File: config.mk
export PLATFORM = sky130hd
export DESIGN_NAME = id_ex_pipe_reg
export DESIGN_NICKNAME = d
export VERILOG_FILES = /design/src/rtl/riscv_pipe_pkg.sv /design/src/rtl/id_ex_pipe_reg_halt_drain_fsm.sv /design/src/rtl/id_ex_pipe_reg.sv
export SDC_FILE = /design/constraint.sdc
export NUM_CORES = 1
export LEC_CHECK = 0
export CAP_MARGIN = 20
export CORE_MARGIN = 3
export CORE_UTILIZATION = 30
export DETAILED_ROUTE_END_ITERATION = 8
export PLACE_DENSITY = 0.64
export SETUP_SLACK_MARGIN = 0.05
export SLEW_MARGIN = 20
export SYNTH_ARGS = -nofsm -noshare
export SYNTH_HDL_FRONTEND = slang
export SYNTH_SLANG_ARGS = --single-unit
File: constraint.sdc
create_clock -name clk -period 7.1 [get_ports clk]
set_input_delay 1.065 -clock clk [delete_from_list [all_inputs] [get_ports clk]]
set_output_delay 1.065 -clock clk [all_outputs]
set_load 0.1 [all_outputs]
File: src/rtl/riscv_pipe_pkg.sv
// Shared pipeline definitions: result/size encodings, done opcode, halt states
// and the decode-control bundle with its bubble value.
package riscv_pipe_pkg;

  localparam int         DRAIN_CYCLES_DEF = 3;
  localparam logic [6:0] DONE_OPCODE      = 7'b0000000;
  localparam int         ALUCTRL_W        = 4;

  typedef enum logic [2:0] {
    RES_ALU   = 3'b000,
    RES_LOAD  = 3'b001,
    RES_PC4   = 3'b010,
    RES_IMM   = 3'b011,
    RES_PCIMM = 3'b100
  } result_src_e;

  typedef enum logic [2:0] {
    SZ_B  = 3'b000,
    SZ_H  = 3'b001,
    SZ_W  = 3'b010,
    SZ_BU = 3'b100,
    SZ_HU = 3'b101
  } size_e;

  typedef enum logic [1:0] {
    ST_RUN,
    ST_DRAIN,
    ST_HALTED
  } halt_state_e;

  typedef struct packed {
    logic                 reg_write;
    logic                 mem_write;
    logic                 alu_src;
    logic                 jump;
    logic                 done;
    logic                 beq;
    logic                 bne;
    logic                 blt;
    logic                 bge;
    logic                 bltu;
    logic                 bgeu;
    logic [2:0]           result_src;
    logic [ALUCTRL_W-1:0] alu_control;
    logic [2:0]           size;
    logic [4:0]           rs1;
    logic [4:0]           rs2;
    logic [4:0]           rd;
  } ctrl_t;

  // A bubble is all-zero: no writes, no branch, ResultSrc=ALU, x0 indices.
  localparam ctrl_t CTRL_BUBBLE = '0;

endpackage

File: src/rtl/id_ex_pipe_reg_halt_drain_fsm.sv
// Halt sequencer: after `done` is captured, force DRAIN_CYCLES bubbles through
// EX, then hold forever with haltedE set one edge after entering HALTED.
module halt_drain_fsm
  import riscv_pipe_pkg::*;
#(
  parameter int DRAIN_CYCLES = DRAIN_CYCLES_DEF
) (
  input  logic clk,
  input  logic reset,
  input  logic doneD,
  input  logic StallE,
  input  logic FlushE,
  output logic load_bubble,
  output logic hold,
  output logic haltedE
);

  localparam int CW = $clog2(DRAIN_CYCLES + 1);

  halt_state_e   state, state_n;
  logic [CW-1:0] cnt, cnt_n;
  logic          halted_q;

  always_ff @(posedge clk or posedge reset) begin
    if (reset) begin
      state    <= ST_RUN;
      cnt      <= '0;
      halted_q <= 1'b0;
    end else begin
      state    <= state_n;
      cnt      <= cnt_n;
      halted_q <= halted_q | (state == ST_HALTED);
    end
  end

  always_comb begin
    state_n = state;
    cnt_n   = cnt;
    case (state)
      ST_RUN: begin
        if (doneD && !FlushE && !StallE) begin
          state_n = ST_DRAIN;
          cnt_n   = CW'(DRAIN_CYCLES);
        end
      end
      ST_DRAIN: begin
        // A flush still loads a bubble into EX, so it advances the drain too.
        if (FlushE || !StallE) begin
          cnt_n = cnt - CW'(1);
          if (cnt == CW'(1)) state_n = ST_HALTED;
        end
      end
      ST_HALTED: ;
      default: state_n = ST_RUN;
    endcase
  end

  assign load_bubble = (state == ST_DRAIN);
  assign hold        = (state == ST_HALTED);
  assign haltedE     = halted_q;

endmodule

File: src/rtl/id_ex_pipe_reg.sv
// ID/EX pipeline register with stall, flush and post-`done` drain/halt.
// Optional IDEX_PERF_CNT_EN adds a 32-bit flush-bubble counter port.
module id_ex_pipe_reg
  import riscv_pipe_pkg::*;
#(
  parameter int DRAIN_CYCLES = DRAIN_CYCLES_DEF,
  parameter int XLEN         = 32
) (
  input  logic                 clk,
  input  logic                 reset,
  input  logic                 StallE,
  input  logic                 FlushE,
  input  logic                 RegWriteD,
  input  logic                 Mem_WriteD,
  input  logic                 ALUSrcD,
  input  logic                 JumpD,
  input  logic                 doneD,
  input  logic                 beqD,
  input  logic                 bneD,
  input  logic                 bltD,
  input  logic                 bgeD,
  input  logic                 bltuD,
  input  logic                 bgeuD,
  input  logic [2:0]           ResultSrcD,
  input  logic [ALUCTRL_W-1:0] ALUControlD,
  input  logic [2:0]           sizeD,
  input  logic [XLEN-1:0]      RD1D,
  input  logic [XLEN-1:0]      RD2D,
  input  logic [XLEN-1:0]      ImmExtD,
  input  logic [XLEN-1:0]      PCD,
  input  logic [XLEN-1:0]      PCPlus4D,
  input  logic [4:0]           Rs1D,
  input  logic [4:0]           Rs2D,
  input  logic [4:0]           RdD,
  output logic                 RegWriteE,
  output logic                 Mem_WriteE,
  output logic                 ALUSrcE,
  output logic                 JumpE,
  output logic                 doneE,
  output logic                 beqE,
  output logic                 bneE,
  output logic                 bltE,
  output logic                 bgeE,
  output logic                 bltuE,
  output logic                 bgeuE,
  output logic [2:0]           ResultSrcE,
  output logic [ALUCTRL_W-1:0] ALUControlE,
  output logic [2:0]           sizeE,
  output logic [XLEN-1:0]      RD1E,
  output logic [XLEN-1:0]      RD2E,
  output logic [XLEN-1:0]      ImmExtE,
  output logic [XLEN-1:0]      PCE,
  output logic [XLEN-1:0]      PCPlus4E,
  output logic [4:0]           Rs1E,
  output logic [4:0]           Rs2E,
  output logic [4:0]           RdE,
  output logic                 BranchE,
  output logic                 haltedE
`ifdef IDEX_PERF_CNT_EN
  ,
  output logic [31:0]          bubble_cnt
`endif
);

  ctrl_t ctrl_d, ctrl_q;
  logic  load_bubble, hold, bubble_now;

  halt_drain_fsm #(.DRAIN_CYCLES(DRAIN_CYCLES)) u_fsm (
    .clk         (clk),
    .reset       (reset),
    .doneD       (doneD),
    .StallE      (StallE),
    .FlushE      (FlushE),
    .load_bubble (load_bubble),
    .hold        (hold),
    .haltedE     (haltedE)
  );

  always_comb begin
    ctrl_d             = CTRL_BUBBLE;
    // The done instruction itself must never write the register file.
    ctrl_d.reg_write   = RegWriteD & ~doneD;
    ctrl_d.mem_write   = Mem_WriteD;
    ctrl_d.alu_src     = ALUSrcD;
    ctrl_d.jump        = JumpD;
    ctrl_d.done        = doneD;
    ctrl_d.beq         = beqD;
    ctrl_d.bne         = bneD;
    ctrl_d.blt         = bltD;
    ctrl_d.bge         = bgeD;
    ctrl_d.bltu        = bltuD;
    ctrl_d.bgeu        = bgeuD;
    ctrl_d.result_src  = ResultSrcD;
    ctrl_d.alu_control = ALUControlD;
    ctrl_d.size        = sizeD;
    ctrl_d.rs1         = Rs1D;
    ctrl_d.rs2         = Rs2D;
    ctrl_d.rd          = RdD;
  end

  // Flush beats stall; a drain bubble only loads on a non-stalled edge.
  assign bubble_now = FlushE | (load_bubble & ~StallE);

  always_ff @(posedge clk or posedge reset) begin
    if (reset) begin
      ctrl_q   <= CTRL_BUBBLE;
      RD1E     <= '0;
      RD2E     <= '0;
      ImmExtE  <= '0;
      PCE      <= '0;
      PCPlus4E <= '0;
    end else if (!hold) begin
      if (bubble_now) begin
        ctrl_q   <= CTRL_BUBBLE;
        RD1E     <= '0;
        RD2E     <= '0;
        ImmExtE  <= '0;
        PCE      <= '0;
        PCPlus4E <= '0;
      end else if (!StallE) begin
        ctrl_q   <= ctrl_d;
        RD1E     <= RD1D;
        RD2E     <= RD2D;
        ImmExtE  <= ImmExtD;
        PCE      <= PCD;
        PCPlus4E <= PCPlus4D;
      end
    end
  end

`ifdef IDEX_PERF_CNT_EN
  always_ff @(posedge clk or posedge reset) begin
    if (reset)                bubble_cnt <= '0;
    else if (FlushE && !hold) bubble_cnt <= bubble_cnt + 32'd1;
  end
`endif

  assign RegWriteE   = ctrl_q.reg_write;
  assign Mem_WriteE  = ctrl_q.mem_write;
  assign ALUSrcE     = ctrl_q.alu_src;
  assign JumpE       = ctrl_q.jump;
  assign doneE       = ctrl_q.done;
  assign beqE        = ctrl_q.beq;
  assign bneE        = ctrl_q.bne;
  assign bltE        = ctrl_q.blt;
  assign bgeE        = ctrl_q.bge;
  assign bltuE       = ctrl_q.bltu;
  assign bgeuE       = ctrl_q.bgeu;
  assign ResultSrcE  = ctrl_q.result_src;
  assign ALUControlE = ctrl_q.alu_control;
  assign sizeE       = ctrl_q.size;
  assign Rs1E        = ctrl_q.rs1;
  assign Rs2E        = ctrl_q.rs2;
  assign RdE         = ctrl_q.rd;
  assign BranchE     = ctrl_q.beq | ctrl_q.bne | ctrl_q.blt |
                       ctrl_q.bge | ctrl_q.bltu | ctrl_q.bgeu;

endmodule

==> qor.csv <==
stage;metric;value;unit
outcome;status;completed;
synth;synthMostInstantiatedCell;dfrtp_1;
clock_network;cts_resized;0;
synth;syn_area_per_cell;15.3;um2
hold_path;min_path_type;flop to flop;
die;start_util;30.9;%
synth;synthAdderAreaFrac;0.176;%
sta;finalHoldViolCount;0;
sta;layout_min_cycle_time;3340;ps
power;pwr-share-seq;41.4;%
sta;clock_skew;10.2;ps
die;coreArea;23000;um2
synth;yosys.area_share.simple;1.27;%
placement;place_hpwl;15.3;mm
setup_path;worstSetupStartpointType;flop;
sta;tns;0;ps
final_layout;diodes;0;
die;die_x;160;um
clock_network;worstSkewPairLatency;490;ps
global_route;antenna_found_initial;0;
synth;synth_seq_cells;201;
clock_network;htree_levels;1;
global_route;grt_pass1_wl;35.0;mm
global_route;grt_overflow_total;0;
synth;netlist_instances;466;
global_route;track_usage;16.8;%
synth;synth_cell_types;21;
synth;synth_top_family_by_area;compound AO/OA/AOI/OAI gates;
detailed_routing;avgViaCountPerCell;4.75;
setup_path;cp.arrival;2270;ps
placement;pre_cts_ws;3280;ps
synth;yosys_warnings;0;
setup_path;r2r.worst_path.cells;5;
clock_network;cts_max_path_buffers;3;
final_layout;drive_gt1_share;4.73;%
detailed_routing;wl;22.3;mm
setup_path;crit_required;6030;ps
placement;numPortBuffers;397;
synth;synth_top_area_share;70.7;%
synth;async_flop_share;100;%
setup_path;critPathKind;flop to output port;
synth;synth_xor_area_share;0.123;%
power;combPwrFrac;20.4;%
setup_path;cp_max_fo;3;
synth;synth_area_leaders;dfrtp_1 71%, a22o_1 24%, buf_2 2.3%;
power;ir_drop;128;uV
power;power_density;242;nW/um2
die;die_h;160;um
power;p_sw;867;uW
detailed_routing;dr.pass1.iters;6;
detailed_routing;drc_errors;0;
sta;rsz0062_at_grt;no;
clock_network;cts-root-buf;clkbuf_16;
synth;synth_edf_count;0;
detailed_routing;drt-initial-drc-count;428;
synth;ys_seq_area_share;70.7;%
clock_network;cts_tree;built;
power;p_int;2.07;mW
global_route;grt_max_degree;106;
final_layout;syn2layout_area_growth;70.1;%
detailed_routing;routedWlPerCell;18.9;um
sta;worst_slack;3760;ps
clock_network;cts_sinks;201;
final_layout;final_cells;1179;
clock_network;clk_pin_slew;60;ps
global_route;grt_pass1_vias;5880;
sta;worst_slew_pin_slew;1060;ps
hold_path;worstHoldPathCells;1;
sta;fin_crit_sh;47.0;%
synth;synthesis.nets;667;
setup_path;critPathCaptureType;output port;
die;die_area;25600;um2
synth;yosys_most_used_dff;dfrtp_1;
power;power_frac_clock;38.2;%
synth;syn_area;7110;um2
die;io_pins;398;
synth;synth_largest_area_cell;dfrtp_1;
placement;dp_cells;1139;
power;leakage;5.30;nW
power;p_sw_share;29.6;%
run;maxCapViolCount;0;
placement;gp_congestion;0.773;
sta;slew_viol_final;0;
synth;synthMuxAreaShare;0;%
sta;max_freq;0.300;GHz
sta;relSlewSlack;29.1;%
synth;synth_compound_area_share;24.7;%
synth;synth_common_cells;201 x dfrtp_1, 195 x a22o_1, 32 x buf_2, 10 x clkbuf_1, 5 x inv_1;
clock_network;post_cts_buffers;0;
die;row_count;55;
sta;setup_viol;0;
clock_network;cts_buffers;22;
detailed_routing;ant_nets;0;
detailed_routing;vias;5599;
clock_network;cts_hold_buf;0;
final_layout;nets;1053;
==> critical path, cell delays in order, from the launching register on <==
cell and delay (ps):
dfrtp_1 390, nor4_1 310, nand2_1 90, clkdlybuf4s50_1 980
==> final cells by class <==
cell class / instances / area, um2
clock buffers: 35 / 671
well taps: 313 / 392
multi-input cells: 218 / 1880
inverters: 5 / 26.3
clock inverters: 3 / 40.0
repair buffers: 404 / 4060
flip-flops and latches: 201 / 5030
fillers: 1993 / 10900
==> worst paths after layout <==
kind | startpoint | end | slack [ps]
max reg2reg | u_fsm.state[0] | RD1E[30] | 4540
max in group asynchronous | reset | ImmExtE[17] | 4920
max | bltE | BranchE | 3760
min | u_fsm.haltedE | u_fsm.haltedE | 490
min reg2reg | u_fsm.haltedE | u_fsm.haltedE | 490
min in group asynchronous | reset | RD1E[11] | 1010
==> cells by family after synthesis <==
group / count (synthesis)
xor gates and xnor gates: 1
DFF: 201
adders and majority gates: 1
buffers and inverters: 47
AOI/OAI and AO/OA: 202
and+or+nand+nor: 14
==> metrics by stage <==
| step | power (mW) | utilization [%] | cell area, um2 | hold slack [ps] |
|---|---|---|---|---|
| global placement | 1.83 | 49.3 | 11300 | 458 |
| CTS | 2.98 | 52.4 | 12100 | 485 |
| global route | 3.05 | 52.7 | 12100 | 513 |
| detailed placement | 1.84 | 49.3 | 11300 | 470 |
| finish | 2.93 | 52.7 | 12100 | 487 |
| floorplan | 1.61 | - | 7110 | 465 |
==> routing by layer <==
layer  track usage [%]  vias to the layer above  wire length, um
met1              21.0                     2749             9160
met5                 0                        -                0
met2              28.3                      253            10800
met3              5.78                       29             2010
li1                  -                     2568                -
met4              3.75                        0              351
==> power by group through the flow <==
stage / Sequential, mW / Clock [mW] / Combinational (mW)
detailed placement: 1.23 / 0 / 0.604
floorplan: 1.55 / 0 / 0.0626
global route: 1.22 / 1.21 / 0.621
CTS: 1.21 / 1.16 / 0.605
finish: 1.21 / 1.12 / 0.600
global placement: 1.23 / 0 / 0.602
==> cells in the final DEF (no fill, tap or decap), types with 3 or more instances in the layout <==
master and instances:
clkbuf_16 23, a22o_1 195, dfrtp_1 201, inv_1 4
buf_4 4, clkdlybuf4s50_1 397, nand2b_1 3, nor4_1 3
clkbuf_1 7, clkbuf_8 5
==> sequential cells by signal (all words and copies together) (netlist names), 2 cells and up <==
name / count
Rs1E: 5
PCE: 32
Rs2E: 5
ImmExtE: 32
ResultSrcE: 3
u_fsm.state: 2
ALUControlE: 4
sizeE: 3
RD2E: 32
PCPlus4E: 32
RD1E: 32
u_fsm.cnt: 2
RdE: 5
No activity file was read; power rests on OpenSTA's default activity.
